==> src/rtl/gpsreceiver3_capture_pkg.sv <==
// Shared definitions for the GPS front-end capture block: FSM state
// encoding and the sample-width / samples-per-word derivation.
package gpsreceiver3_capture_pkg;

    typedef enum logic [1:0] {
        ST_IDLE      = 2'd0,
        ST_WAIT_SYNC = 2'd1,
        ST_CAPTURE   = 2'd2,
        ST_STALL     = 2'd3
    } cap_state_t;

    localparam int WORD_BITS = 32;

    // W: bits of one multi-channel sample (all channels side by side).
    function automatic int sample_width(input int channels, input int sample_bits);
        return channels * sample_bits;
    endfunction

    // P: how many multi-channel samples fit into one 32-bit RAM word.
    function automatic int samples_per_word(input int channels, input int sample_bits);
        return WORD_BITS / (channels * sample_bits);
    endfunction

endpackage

==> src/rtl/gpsreceiver3_capture_if.sv <==
// RAM write port of the capture block.
// Write-only strobe bus: mem_we is high for exactly one cycle per word and
// mem_adr/mem_dat are valid in that cycle; there is no ready, so the RAM
// must accept a write in any cycle.
interface gpsreceiver3_capture_if #(
    parameter int BANK_AW = 9
);
    logic [BANK_AW:0] mem_adr;
    logic [31:0]      mem_dat;
    logic             mem_we;

    modport master (output mem_adr, output mem_dat, output mem_we);
    modport slave  (input  mem_adr, input  mem_dat, input  mem_we);
endinterface

==> src/rtl/gpsreceiver3_sync.sv <==
// Two-flop synchronisers for the asynchronous front-end signals plus a
// rising-edge detector on the synchronised sample clock. Clock, sync and
// data share the same depth so data/sync line up with the strobe.
module gpsreceiver3_sync #(
    parameter int W = 2
) (
    input  logic         clk,
    input  logic         rst,
    input  logic         rec_clk,
    input  logic         rec_sync,
    input  logic [W-1:0] rec_data,
    output logic         strobe,
    output logic         sync,
    output logic [W-1:0] data
);
    logic         clk_s1, clk_s2, clk_prev;
    logic         sync_s1, sync_s2;
    logic [W-1:0] data_s1, data_s2;

    // Synchroniser chains and the delayed clock copy for edge detection.
    always_ff @(posedge clk) begin
        if (rst) begin
            clk_s1   <= 1'b0;
            clk_s2   <= 1'b0;
            clk_prev <= 1'b0;
            sync_s1  <= 1'b0;
            sync_s2  <= 1'b0;
            data_s1  <= '0;
            data_s2  <= '0;
        end else begin
            clk_s1   <= rec_clk;
            clk_s2   <= clk_s1;
            clk_prev <= clk_s2;
            sync_s1  <= rec_sync;
            sync_s2  <= sync_s1;
            data_s1  <= rec_data;
            data_s2  <= data_s1;
        end
    end

    assign strobe = clk_s2 & ~clk_prev;
    assign sync   = sync_s2;
    assign data   = data_s2;
endmodule

==> src/rtl/gpsreceiver3_capture.sv <==
// GPS front-end sample capture: packs synchronised samples into 32-bit
// words and writes them into a two-bank RAM ring, with per-bank full
// flags, completion interrupt and a saturating dropped-sample counter.
module gpsreceiver3_capture
    import gpsreceiver3_capture_pkg::*;
#(
    parameter int CHANNELS    = 1,
    parameter int SAMPLE_BITS = 2,
    parameter int BANK_AW     = 9
) (
    input  logic                              sys_clk,
    input  logic                              sys_rst,
    input  logic                              gps_rec_clk,
    input  logic                              gps_rec_sync,
    input  logic [CHANNELS*SAMPLE_BITS-1:0]   gps_rec_data,
    input  logic                              enable,
    input  logic                              sync_align,
    input  logic [1:0]                        bank_ack,
    gpsreceiver3_capture_if.master            mem,
    output logic [1:0]                        bank_full,
    output logic [15:0]                       overflow_count,
    output logic                              irq,
    output cap_state_t                        state
);
    localparam int W   = sample_width(CHANNELS, SAMPLE_BITS);
    localparam int P   = samples_per_word(CHANNELS, SAMPLE_BITS);
    localparam int PCW = $clog2(P);
    localparam logic [BANK_AW-1:0] LAST_WORD = '1;
    localparam logic [PCW-1:0]     LAST_SLOT = PCW'(P - 1);

    logic               strobe;
    logic               s_sync;
    logic [W-1:0]       s_data;
    logic               bank;
    logic [BANK_AW-1:0] word_idx;
    logic [PCW-1:0]     pack_cnt;
    logic [31:0]        accum;
    logic [31:0]        packed_word;
    logic [1:0]         bank_full_acked;

    gpsreceiver3_sync #(.W(W)) u_sync (
        .clk      (sys_clk),
        .rst      (sys_rst),
        .rec_clk  (gps_rec_clk),
        .rec_sync (gps_rec_sync),
        .rec_data (gps_rec_data),
        .strobe   (strobe),
        .sync     (s_sync),
        .data     (s_data)
    );

    // Current word with the incoming sample dropped into its slot.
    always_comb begin
        packed_word = accum;
        packed_word[int'(pack_cnt) * W +: W] = s_data;
    end

    // Full flags after this cycle's acknowledges; a same-cycle set is OR-ed on top.
    always_comb begin
        bank_full_acked = bank_full & ~bank_ack;
    end

    // Capture FSM with packing, bank management and registered outputs.
    always_ff @(posedge sys_clk) begin
        if (sys_rst) begin
            state          <= ST_IDLE;
            bank           <= 1'b0;
            word_idx       <= '0;
            pack_cnt       <= '0;
            accum          <= '0;
            mem.mem_we     <= 1'b0;
            mem.mem_adr    <= '0;
            mem.mem_dat    <= '0;
            bank_full      <= 2'b00;
            overflow_count <= 16'd0;
            irq            <= 1'b0;
        end else begin
            mem.mem_we <= 1'b0;
            irq        <= 1'b0;
            bank_full  <= bank_full_acked;
            if (!enable) begin
                state    <= ST_IDLE;
                bank     <= 1'b0;
                word_idx <= '0;
                pack_cnt <= '0;
            end else begin
                case (state)
                    ST_IDLE: begin
                        state          <= sync_align ? ST_WAIT_SYNC : ST_CAPTURE;
                        overflow_count <= 16'd0;
                        bank           <= 1'b0;
                        word_idx       <= '0;
                        pack_cnt       <= '0;
                    end
                    ST_WAIT_SYNC: begin
                        // pack_cnt is 0 here, so the sync sample lands in slot 0.
                        if (strobe && s_sync) begin
                            accum    <= packed_word;
                            pack_cnt <= PCW'(1);
                            state    <= ST_CAPTURE;
                        end
                    end
                    ST_CAPTURE: begin
                        if (strobe) begin
                            accum <= packed_word;
                            if (pack_cnt == LAST_SLOT) begin
                                pack_cnt    <= '0;
                                mem.mem_we  <= 1'b1;
                                mem.mem_dat <= packed_word;
                                mem.mem_adr <= {bank, word_idx};
                                if (word_idx == LAST_WORD) begin
                                    bank_full <= bank_full_acked | (2'b01 << bank);
                                    irq       <= 1'b1;
                                    bank      <= ~bank;
                                    word_idx  <= '0;
                                    if (bank_full_acked[~bank]) begin
                                        state <= ST_STALL;
                                    end
                                end else begin
                                    word_idx <= word_idx + 1'b1;
                                end
                            end else begin
                                pack_cnt <= pack_cnt + 1'b1;
                            end
                        end
                    end
                    ST_STALL: begin
                        if (strobe && overflow_count != 16'hFFFF) begin
                            overflow_count <= overflow_count + 16'd1;
                        end
                        if (!bank_full_acked[bank]) begin
                            state    <= ST_CAPTURE;
                            pack_cnt <= '0;
                        end
                    end
                    default: state <= ST_IDLE;
                endcase
            end
        end
    end
endmodule

==> src/flat_wrapper.sv <==
// flat-port wrapper written by rule: the top's interface ports become plain ports
module gpsreceiver3_capture_flat import gpsreceiver3_capture_pkg::*;
#(
    parameter int CHANNELS    = 1,
    parameter int SAMPLE_BITS = 2,
    parameter int BANK_AW     = 9
)
  (sys_clk, sys_rst, gps_rec_clk, gps_rec_sync, gps_rec_data, enable, sync_align, bank_ack, bank_full, overflow_count, irq, state, mem_mem_adr, mem_mem_dat, mem_mem_we);
  gpsreceiver3_capture_if #(.BANK_AW(BANK_AW)) mem_i ();
  input  logic sys_clk;
  input  logic sys_rst;
  input  logic gps_rec_clk;
  input  logic gps_rec_sync;
  input  logic [CHANNELS*SAMPLE_BITS-1:0] gps_rec_data;
  input  logic enable;
  input  logic sync_align;
  input  logic [1:0] bank_ack;
  output logic [1:0] bank_full;
  output logic [15:0] overflow_count;
  output logic irq;
  output cap_state_t state;
  output wire logic [$bits(mem_i.mem_adr)-1:0] mem_mem_adr;
  output wire logic [$bits(mem_i.mem_dat)-1:0] mem_mem_dat;
  output wire logic [$bits(mem_i.mem_we)-1:0] mem_mem_we;
  assign mem_mem_adr = mem_i.mem_adr;
  assign mem_mem_dat = mem_i.mem_dat;
  assign mem_mem_we = mem_i.mem_we;
  gpsreceiver3_capture #(.CHANNELS(CHANNELS), .SAMPLE_BITS(SAMPLE_BITS), .BANK_AW(BANK_AW)) u_core (.sys_clk(sys_clk), .sys_rst(sys_rst), .gps_rec_clk(gps_rec_clk), .gps_rec_sync(gps_rec_sync), .gps_rec_data(gps_rec_data), .enable(enable), .sync_align(sync_align), .bank_ack(bank_ack), .mem(mem_i), .bank_full(bank_full), .overflow_count(overflow_count), .irq(irq), .state(state));
endmodule
==> config.mk <==
export PLATFORM = sky130hd
export DESIGN_NAME = gpsreceiver3_capture_flat
export DESIGN_NICKNAME = d
export VERILOG_FILES = /design/src/rtl/gpsreceiver3_capture_pkg.sv /design/src/rtl/gpsreceiver3_capture_if.sv /design/src/rtl/gpsreceiver3_sync.sv /design/src/rtl/gpsreceiver3_capture.sv /design/src/flat_wrapper.sv
export SDC_FILE = /design/constraint.sdc
export NUM_CORES = 1
export LEC_CHECK = 0
export ABC_AREA = 1
export BUFFER_PORTS_ARGS = -buffer_cell sky130_fd_sc_hd__buf_2
export CAP_MARGIN = 20
export CELL_PAD_IN_SITES_DETAIL_PLACEMENT = 0
export CELL_PAD_IN_SITES_GLOBAL_PLACEMENT = 1
export CORE_ASPECT_RATIO = 0.5
export CORE_MARGIN = 8
export CORE_UTILIZATION = 39
export CTS_BUF_LIST = sky130_fd_sc_hd__clkbuf_8 sky130_fd_sc_hd__clkbuf_16
export CTS_CLUSTER_SIZE = 28
export DETAILED_ROUTE_END_ITERATION = 8
export PLACE_DENSITY = 0.83
export SLEW_MARGIN = 20
export SYNTH_ARGS = -nofsm -noshare
export SYNTH_HDL_FRONTEND = slang
export SYNTH_SLANG_ARGS = --single-unit
==> constraint.sdc <==
create_clock -name sys_clk -period 3.8 [get_ports sys_clk]
set_input_delay 0 -clock sys_clk [delete_from_list [all_inputs] [get_ports sys_clk]]
set_output_delay 0 -clock sys_clk [all_outputs]
set_load 0.03 [all_outputs]
==> summary.md, run 1 <==
| Metric | Value |
|---|---|
| Synth Flop Type | dfxtp_1 |
| Gate power share | 9.5% |
| Crit path arrival time | 2.72 ns |
| Setup slack after layout | 1.38 ns |
| Slew Limit Fails | 0 |
| CP Class | reg2reg |
| Power per cell area | 467 nW/µm² |
| Net Switching | 826 µW |
| Vias | 5438 |
| Die Area | 19600 µm² |
| Antenna Nets Post-Route | 0 |
| Worst endpoint required time | 4.10 ns |
| Clock transition at path regs | 0.06 ns |
| Via density per instance | 4.78 |
| DRC violation total after the first TritonRoute iteration | 281 |
| Final setup violating endpoints | 0 |
| Clock Power Share | 50.2% |
| Placed cell area | 6350 µm² |
| Layout fillers | 1490 |
| Post-synthesis sequential area ratio | 40.3% |
| Total congestion overflow | 0 |
| Synth unique cells | 36 |
| Critical Path Start Type | register |
| Gr usage total | 15.4% |
| Core Area | 14600 µm² |
| Final wirelength | 14700 µm |
| FFs w/ async S/R, synth | 0% |
| Fin crit share | 63.7% |
| Worst Max-Slew Pin Slew | 0.729 ns |
| Fmax | 0.413 GHz |
| I/O pin cnt | 74 |
| Leakage | 0.00328 µW |
| Layout Nets | 950 |
| Area contributors post-synth | dfxtp_1 (40%), nor2_1 (9.1%), nand2_1 (8.8%) |
| Final Critical Period | 2.42 ns |
| Top cell type by total area after synthesis | dfxtp_1 |
| Post_cts resized | 0 |
| Die height | 103 µm |
| Syn avg cell area | 6.87 µm² |
| First-pass GRT wire length | 24500 µm |
| Outcome | finished, final reports clean |
| Antenna diode count | 0 |
| Layout cells sized above 1 | 14.6% |
| Core Rows | 31 |
| Drt drc | 0 |
| Area growth, synth to finish | 19.0% |
| Clock buffer depth | 2 |
| Post-synth EDFFs | 0 |
| P_int | 2460 µW |
| HPWL after DPL | 10200 µm |
| RSZ-0062 raised after global routing | false |
| I/O Buffers | 73 |
| Initial antenna violation count | 0 |
| Layout Skew | 0.0116 ns |
| Hold/Removal Path Class | in2reg |
| Final hold vios | 0 |
| Skew-Pair Late Insertion Delay | 0.41 ns |
| CTS tree | built |
| Starting Density | 40.4% |
| GPL Wtd Cong | 0.833 |
| Mapped cell area | 5910 µm² |
| Crit end category | register |
| Synth Instances | 860 |
| Number of global-route vias before repair | 5031 |
| Pre-CTS setup slack | 1.43 ns |
| Peak VDD IR | 0.253 mV |
| Synthesized Nets | 883 |
| Largest net degree at the start of global routing | 66 |
| Die width | 190 µm |
| Top-area cell type share of the netlist area | 40.3% |
| Fin area | 7030 µm² |
| Drt wl/cell | 12.9 µm |
| Worst Path Max Fanout | 4 |
| Root Driver | clkbuf_16 |
| MaxCap Viol Count | 0 |
| Sw frac | 25.1% |
| Synth Warn # | 0 |
| H-tree Lvls | 4 |
| Setup TNS Final | 0 ns |
| First-pass iteration count of the detailed router | 5 |
| Post-synthesis register bit count | 119 |
| Clock Sinks | 119 |
| Sequential power share | 40.3% |
| Worst rel slew slack | 51.4% |
| Total CTS buffers | 17 |
cell usage in the layout, fill, tap and decap left out, drive strengths merged, types with 2 or more instances in the layout:
cell type and instances:
o211ai 2, inv 127, dlygate4sd3 8, clkinv 6, o21a 18, ha 13
o31ai 3, clkinvlp 4, buf 79, dfxtp 119, nand4 14, nand3 82
bufinv 3, nor3 16, nor2 154, a21oi 49, clkbuf 19, xor2 11
o21ai 62, nand2 143
sequential cells by signal, summed over array words and instances, names as in the netlist, 4 cells and up:
signal and flops:
u_core.accum 32, u_core.mem.mem_adr 10, u_core.mem.mem_dat 32, u_core.overflow_count 16, u_core.pack_cnt 4, u_core.word_idx 9
synth_stat cells, types with 2 or more instances:
| master | n |
|---|---|
| a21oi_1 | 49 |
| buf_1 | 3 |
| buf_2 | 16 |
| buf_4 | 4 |
| buf_6 | 5 |
| clkbuf_1 | 11 |
| dfxtp_1 | 119 |
| ha_1 | 13 |
| inv_1 | 122 |
| inv_2 | 5 |
| nand2_1 | 138 |
| nand2_2 | 5 |
| nand3_1 | 80 |
| nand3_2 | 2 |
| nand4_1 | 13 |
| nor2_1 | 144 |
| nor2_2 | 6 |
| nor2_4 | 4 |
| nor3_1 | 14 |
| nor3_2 | 2 |
| o211ai_1 | 2 |
| o21a_1 | 18 |
| o21ai_0 | 57 |
| o21ai_1 | 4 |
| o31ai_1 | 3 |
| xor2_1 | 11 |
timing repair:
action                                  4_1_cts  5_1_grt
hold buffers                                  8        0
hold endpoints to repair                      8        0
endpoints found under the setup margin        0        0
setup buffers                                 0        0
power by group through the flow:
| stage | sequential [µW] | combinational [µW] | clock, µW |
|---|---|---|---|
| after floorplan | 1350 | 243 | 0 |
| after global placement | 1350 | 298 | 0 |
| after detailed placement | 1350 | 303 | 0 |
| after CTS | 1320 | 311 | 1680 |
| after global routing | 1330 | 355 | 1750 |
| final | 1330 | 311 | 1650 |
area by class of cell:
cell class	count	area [µm²]	share of cell area, %
clock buffers	19	453	6.44
clock inverters	12	153	2.17
repair buffers	87	490	6.97
flip-flops and latches	119	2380	33.9
well taps	198	248	3.52
multi-input cells	574	2830	40.2
inverters	128	480	6.83
cells by family (layout without fill, tap and decap cells):
kind of cell    Yosys count  after routing  share of synthesized area, %
xor+xnor                 11             11                          1.63
buf+inv                 167            246                          11.8
compound gates          137            137                          12.8
simple gates            413            413                          30.7
fa+ha+maj                13             13                          2.75
flops                   119            119                          40.3
per-layer routing:
layer	up-vias	global-route usage (%)	share of wire, %
li1	2864	-	-
met1	2470	21.9	54
met2	89	22.1	40
met3	15	3.95	4.8
met4	0	5.25	1.1
met5	-	0	0
worst max-delay path: stages, from the launching register on:
cell	delay (ns)
dfxtp_1	0.37
ha_1	0.18
nand2_1	0.10
nor3_1	0.19
inv_1	0.08
nor3_1	0.17
ha_1	0.26
inv_1	0.09
nor2_1	0.19
nand3_1	0.10
nand3_1	0.10
nand2_1	0.07
nor2_1	0.14
nand2_1	0.09
a21oi_1	0.12
nor2_1	0.05
path summary, 6_finish.rpt:
check                       start                    to  slack (ns)  cells after the start
max            u_core.word_idx[0]       u_core.state[0]        1.38                     15
min                       sys_rst  u_core.u_sync.clk_s1        0.23                      3
max reg2reg    u_core.word_idx[0]       u_core.state[0]        1.38                     15
min reg2reg  u_core.u_sync.clk_s1  u_core.u_sync.clk_s2        0.40                      2
through the flow:
step / total power, µW / hold slack [ns] / utilization, % / cells
after global routing: 3430 / 0.254 / 48.1 / 1137
final: 3290 / 0.226 / 48.1 / 1137
after global placement: 1650 / 0.204 / 43.4 / 1098
after detailed placement: 1650 / 0.209 / 43.4 / 1098
after floorplan: 1590 / 0.107 / - / 860
after CTS: 3320 / 0.231 / 48.1 / 1137
No activity file was read; power rests on OpenSTA's default activity.
==> run 2: changes to the inputs <==
ABC_AREA = 0   (was 1)
PLACE_DENSITY = 0.82   (was 0.83)
clock period = 2.1 ns   (was 3.8 ns; I/O delays follow)
==> summary.md, run 2 <==
| Metric | Value |
|---|---|
| Outcome | finished, final reports clean |
| First-pass GRT wire length | 25600 µm |
| Vias | 5240 |
| Top-area cell type share of the netlist area | 41.0% |
| Reg2reg end | u_core.mem.mem_dat[21] |
| Placed cell area | 6680 µm² |
| Area contributors post-synth | dfxtp_1 (41%), mux2i_1 (7.9%), a21oi_1 (4.0%) |
| DRC violation total after the first TritonRoute iteration | 394 |
| Fmax | 0.496 GHz |
| Layout Skew | 0.0170 ns |
| Adder-cell share of the synthesized area | 2.80% |
| Die Area | 19300 µm² |
| Fin area | 7440 µm² |
| Crit end category | register |
| Antenna Nets Post-Route | 0 |
| Synth Instances | 647 |
| Post-synth EDFFs | 0 |
| First-pass iteration count of the detailed router | 5 |
| HPWL after DPL | 11100 µm |
| GPL Wtd Cong | 0.821 |
| RSZ-0062 raised after global routing | true |
| Antenna diode count | 0 |
| Drt drc | 0 |
| CP Class | reg2reg |
| FFs w/ async S/R, synth | 0% |
| Post-synthesis register bit count | 119 |
| Synth Flop Type | dfxtp_1 |
| Fin crit share | 95.9% |
| MaxCap Viol Count | 0 |
| Synth Warn # | 0 |
| Worst endpoint required time | 2.46 ns |
| Power per cell area | 740 nW/µm² |
| Layout cells sized above 1 | 27.3% |
| Worst Path Max Fanout | 9 |
| H-tree Lvls | 4 |
| Root Driver | clkbuf_16 |
| Core Rows | 31 |
| Peak VDD IR | 0.558 mV |
| Hold/Removal Path Class | in2reg |
| Max stage delay on crit path | 0.43 ns |
| Most common library cells after synthesis | dfxtp_1 (119), nand2_1 (56), a21oi_1 (46), mux2i_1 (46), nand2b_1 (33) |
| Final hold vios | 0 |
| Largest family of logic cells by synthesized area | simple AND/OR/NAND/NOR gates |
| CTS tree | built |
| Die width | 189 µm |
| Skew-Pair Late Insertion Delay | 0.41 ns |
| Util after Layout | 51.3% |
| Leakage | 0.00293 µW |
| Mapped cell area | 5810 µm² |
| Delay-heaviest family, CP | compound AO/OA/AOI/OAI gates |
| Clock transition at path regs | 0.06 ns |
| Starting Density | 40.1% |
| Clock Sinks | 119 |
| Synthesized Nets | 670 |
| Drt wl/cell | 16.1 µm |
| Via density per instance | 5.44 |
| Commonest non-fill, non-tap cell in the layout | dfxtp_1 |
| Post-layout total power | 5500 µW |
| RR Startpoint | u_core.pack_cnt[1] |
| Crit path arrival time | 2.38 ns |
| Setup slack after layout | 0.0851 ns |
| Initial antenna violation count | 0 |
| Clock buffer depth | 2 |
| Critical Path Start Type | register |
| Die height | 102 µm |
| Reg2Reg Depth | 6 |
| Layout Nets | 777 |
| CP Buf/Inv Count | 1 |
| CP cell instances | inv_1, ha_2, xnor2_2, or2b_1, o21ai_0, o221a_2 |
| Synth Area in Compound Gates | 20.0% |
| Worst path slowest cell | dfxtp_1 |
| Largest regs | u_core.accum (32), u_core.mem.mem_dat (32), u_core.overflow_count (16) |
| Most frequent cell after synthesis | dfxtp_1 |
| Post-synthesis sequential area ratio | 41.0% |
| Final wirelength | 15500 µm |
| Levels on crit path | 6 |
| Largest net degree at the start of global routing | 55 |
| Core Area | 14500 µm² |
| Commonest cells after routing, fill and taps aside | dfxtp_1 (114), buf_2 (73), nand2_1 (56) |
| Top cell type by total area after synthesis | dfxtp_1 |
| Xor/xnor share of the synthesized area | 0.452% |
| Mux share of post-synthesis cell area | 7.92% |
| Total CTS buffers | 17 |
| R2r setup slk | 0.09 ns |
| Total congestion overflow | 0 |
| Syn avg cell area | 8.99 µm² |
| Critical Path Source | u_core.pack_cnt[1] |
| Worst rel slew slack | 56.5% |
| Area growth, synth to finish | 28.0% |
| Number of global-route vias before repair | 4983 |
| I/O Buffers | 73 |
| Slew Limit Fails | 0 |
| Pre-CTS setup slack | -0.0513 ns |
| Simple-Gate Fraction of Synth Area | 22.8% |
| Layout fillers | 1390 |
| I/O pin cnt | 74 |
| Synth unique cells | 61 |
| Worst Max-Slew Pin Slew | 0.647 ns |
| Final Critical Period | 2.01 ns |
| Critical Path End | u_core.mem.mem_dat[21] |
| Final setup violating endpoints | 0 |
| Gr usage total | 16.1% |
run 2: changes by cell type in the layout (fill, tap and decap cells not counted), sizes merged, moves of 33 or more:
cell / change
nand2: -87
mux2i: +46
o21ai: -45
nand3: -66
nand2b: +33
buf: +45
inv: -100
nor2: -121
run 2: how the worst min path moves through the flow:
stage	start	to	slack, ns	cells after the start
2_1_floorplan	gps_rec_clk	u_core.u_sync.clk_s1	0.13	1
3_3_place_gp	gps_rec_data[1]	u_core.u_sync.data_s1[1]	0.22	2
3_5_place_dp	gps_rec_sync	u_core.u_sync.sync_s1	0.21	2
4_1_cts	enable	u_core.pack_cnt[0]	0.07	3
5_1_grt	enable	u_core.pack_cnt[0]	0.11	3
6_report	enable	u_core.pack_cnt[0]	0.08	3
run 2: final cells by class:
class                           count  area [µm²]  area share (%)
Multi-Input combinational cell    458        3270            44.0
Sequential cell                   119        2390            32.1
Clock buffer                       21         480            6.46
Inverter                           26        97.6            1.31
Clock inverter                      9         101            1.36
Timing Repair Buffer              132         853            11.5
Tap cell                          198         248            3.33
run 2: cell families after synthesis:
family / after synthesis
xor+xnor: 3
compound gates: 162
mux: 46
fa+ha+maj: 13
flops: 119
buf+inv: 70
simple gates: 234
run 2: where the power goes:
group / internal, µW / total, µW / switching [µW]
clock network: 1850 / 2880 / 1030
logic: 130 / 323 / 193
registers: 2290 / 2300 / 19.2
run 2: per-stage QoR:
| step | cells | hold WS, ns | TNS (ns) |
|---|---|---|---|
| global placement | 924 | 0.218 | -0.0123 |
| global route | 963 | 0.107 | -0.0388 |
| detailed placement | 924 | 0.213 | -0.132 |
| floorplan | 647 | 0.128 | 0 |
| finish | 963 | 0.0785 | 0 |
| CTS | 962 | 0.0749 | 0 |
run 2: timing repair:
action | 4_1_cts | 5_1_grt
pin swaps | 1 | 4
hold endpoints to repair | 12 | 0
setup buffers | 0 | 1
endpoints found under the setup margin | 8 | 54
resized for setup | 3 | 21
hold buffers | 8 | 0
run 2: metal layers:
metal  part of all wire [%]  track usage (%)
met2                     44             25.6
met5                      0                0
met1                     50             21.4
met4                   0.70             4.36
met3                    4.9             4.39
run 2: worst min-delay path, cell delays in order:
cell and delay (ns):
buf_2 0.15, nand2b_1 0.23, a21oi_1 0.06
==> run 3: changes to the inputs <==
CORE_MARGIN = 5   (was 8)
==> summary.md, run 3 (synthesis gave the netlist of run 2 again) <==
| Metric | Value |
|---|---|
| Outcome | finished, final reports clean |
| CP Class | reg2reg |
| Initial antenna violation count | 0 |
| I/O pin cnt | 74 |
| Total congestion overflow | 0 |
| Antenna diode count | 0 |
| Sw frac | 21.5% |
| GPL Wtd Cong | 0.875 |
| Gate power share | 5.6% |
| Largest regs | u_core.accum (32), u_core.mem.mem_dat (32), u_core.overflow_count (16) |
| Commonest cells after routing, fill and taps aside | dfxtp_1 (114), buf_2 (73), nand2_1 (56) |
| Layout Nets | 781 |
| H-tree Lvls | 4 |
| Final Critical Period | 1.98 ns |
| Layout Skew | 0.0152 ns |
| First-pass GRT wire length | 24400 µm |
| Antenna Nets Post-Route | 0 |
| Leakage | 0.00299 µW |
| Drt wl/cell | 15.9 µm |
| Final setup violating endpoints | 0 |
| Area growth, synth to finish | 29.5% |
| Worst Path Max Fanout | 9 |
| CTS tree | built |
| Power per cell area | 761 nW/µm² |
| MaxCap Viol Count | 0 |
| Skew-Pair Late Insertion Delay | 0.42 ns |
| Crit end category | register |
| Pre-CTS setup slack | -0.0421 ns |
| Layout fillers | 1351 |
| Fin crit share | 94.1% |
| Die Area | 17600 µm² |
| Clock Power Share | 54.2% |
| Commonest non-fill, non-tap cell in the layout | dfxtp_1 |
| Total CTS buffers | 17 |
| RSZ-0062 raised after global routing | false |
| Gr usage total | 17.5% |
| HPWL after DPL | 10800 µm |
| Largest net degree at the start of global routing | 42 |
| Core Rows | 31 |
| Clock buffer depth | 2 |
| Via density per instance | 5.33 |
| Layout cells sized above 1 | 28.3% |
| Worst Max-Slew Pin Slew | 0.655 ns |
| Core Area | 14500 µm² |
| Die height | 96.3 µm |
| I/O Buffers | 73 |
| Crit path arrival time | 2.31 ns |
| Peak VDD IR | 0.616 mV |
| Clock Sinks | 119 |
| Final wirelength | 15300 µm |
| Hold/Removal Path Class | in2reg |
| Root Driver | clkbuf_16 |
| Worst rel slew slack | 56.0% |
| Number of global-route vias before repair | 4815 |
| First-pass iteration count of the detailed router | 6 |
| P_int | 4500 µW |
| Clock transition at path regs | 0.05 ns |
| Net Switching | 1230 µW |
| Starting Density | 40.0% |
| Final hold vios | 0 |
| Die width | 183 µm |
| Slew Limit Fails | 0 |
| Critical Path Start Type | register |
| Setup slack after layout | 0.124 ns |
| Vias | 5158 |
| Sequential power share | 40.2% |
| Post-layout total power | 5730 µW |
| DRC violation total after the first TritonRoute iteration | 277 |
| Drt drc | 0 |
| Fmax | 0.506 GHz |
| Worst endpoint required time | 2.44 ns |
-- run 3: critical path, cell delays in order (launching register included) --
cell and delay [ns]:
dfxtp_2 0.35, inv_1 0.08, ha_2 0.30, nand3b_1 0.26, a211oi_4 0.38, and4_1 0.31, mux2i_1 0.21
-- run 3: power by group through the flow --
stage / registers [µW] / clock network [µW] / logic, µW
global route: 2300 / 3260 / 352
CTS: 2300 / 3160 / 314
floorplan: 2350 / 0 / 203
detailed placement: 2350 / 0 / 299
finish: 2300 / 3110 / 323
global placement: 2350 / 0 / 294
-- run 3: final timing paths --
check        depth (start not counted)                  start            endpoint  slack (ns)
min                                  3                 enable  u_core.pack_cnt[1]        0.09
max                                  6     u_core.pack_cnt[1]    u_core.accum[26]        0.12
min reg2reg                          1  u_core.u_sync.sync_s1  u_core.u_sync.sync        0.43
max reg2reg                          6     u_core.pack_cnt[1]    u_core.accum[26]        0.12
-- run 3: what timing repair did --
item                                    in CTS  in global routing
pin swaps                                    1                  7
hold endpoints to repair                     8                  0
setup buffers                                0                  4
endpoints found under the setup margin      15                 63
resized for setup                            6                 22
hold buffers                                 7                  0
-- run 3: area by class of cell --
cell class | instances | area, µm² | share of cell area, %
multi-input cells | 458 | 3290 | 43.6
flip-flops and latches | 119 | 2390 | 31.7
repair buffers | 136 | 881 | 11.7
clock buffers | 21 | 480 | 6.38
well taps | 198 | 248 | 3.29
clock inverters | 9 | 148 | 1.96
inverters | 26 | 97.6 | 1.30
-- run 3: through the flow --
step	TNS (ns)	utilization, %	hold slack, ns	std cells	instance area [µm²]
final	0	51.8	0.0858	967	7530
after global routing	0	51.8	0.116	967	7530
after CTS	0	50.9	0.0735	963	7410
after detailed placement	-0.117	46.0	0.218	926	6690
after global placement	-0.165	46.0	0.217	926	6690
after floorplan	0	-	0.128	647	5870
-- run 3: layer usage --
layer	global-route usage (%)	up-vias	wire, µm
li1	-	2598	-
met1	23.1	2443	7540
met2	28.3	108	6840
met3	4.45	9	847
met4	5.62	0	99
met5	0	-	0
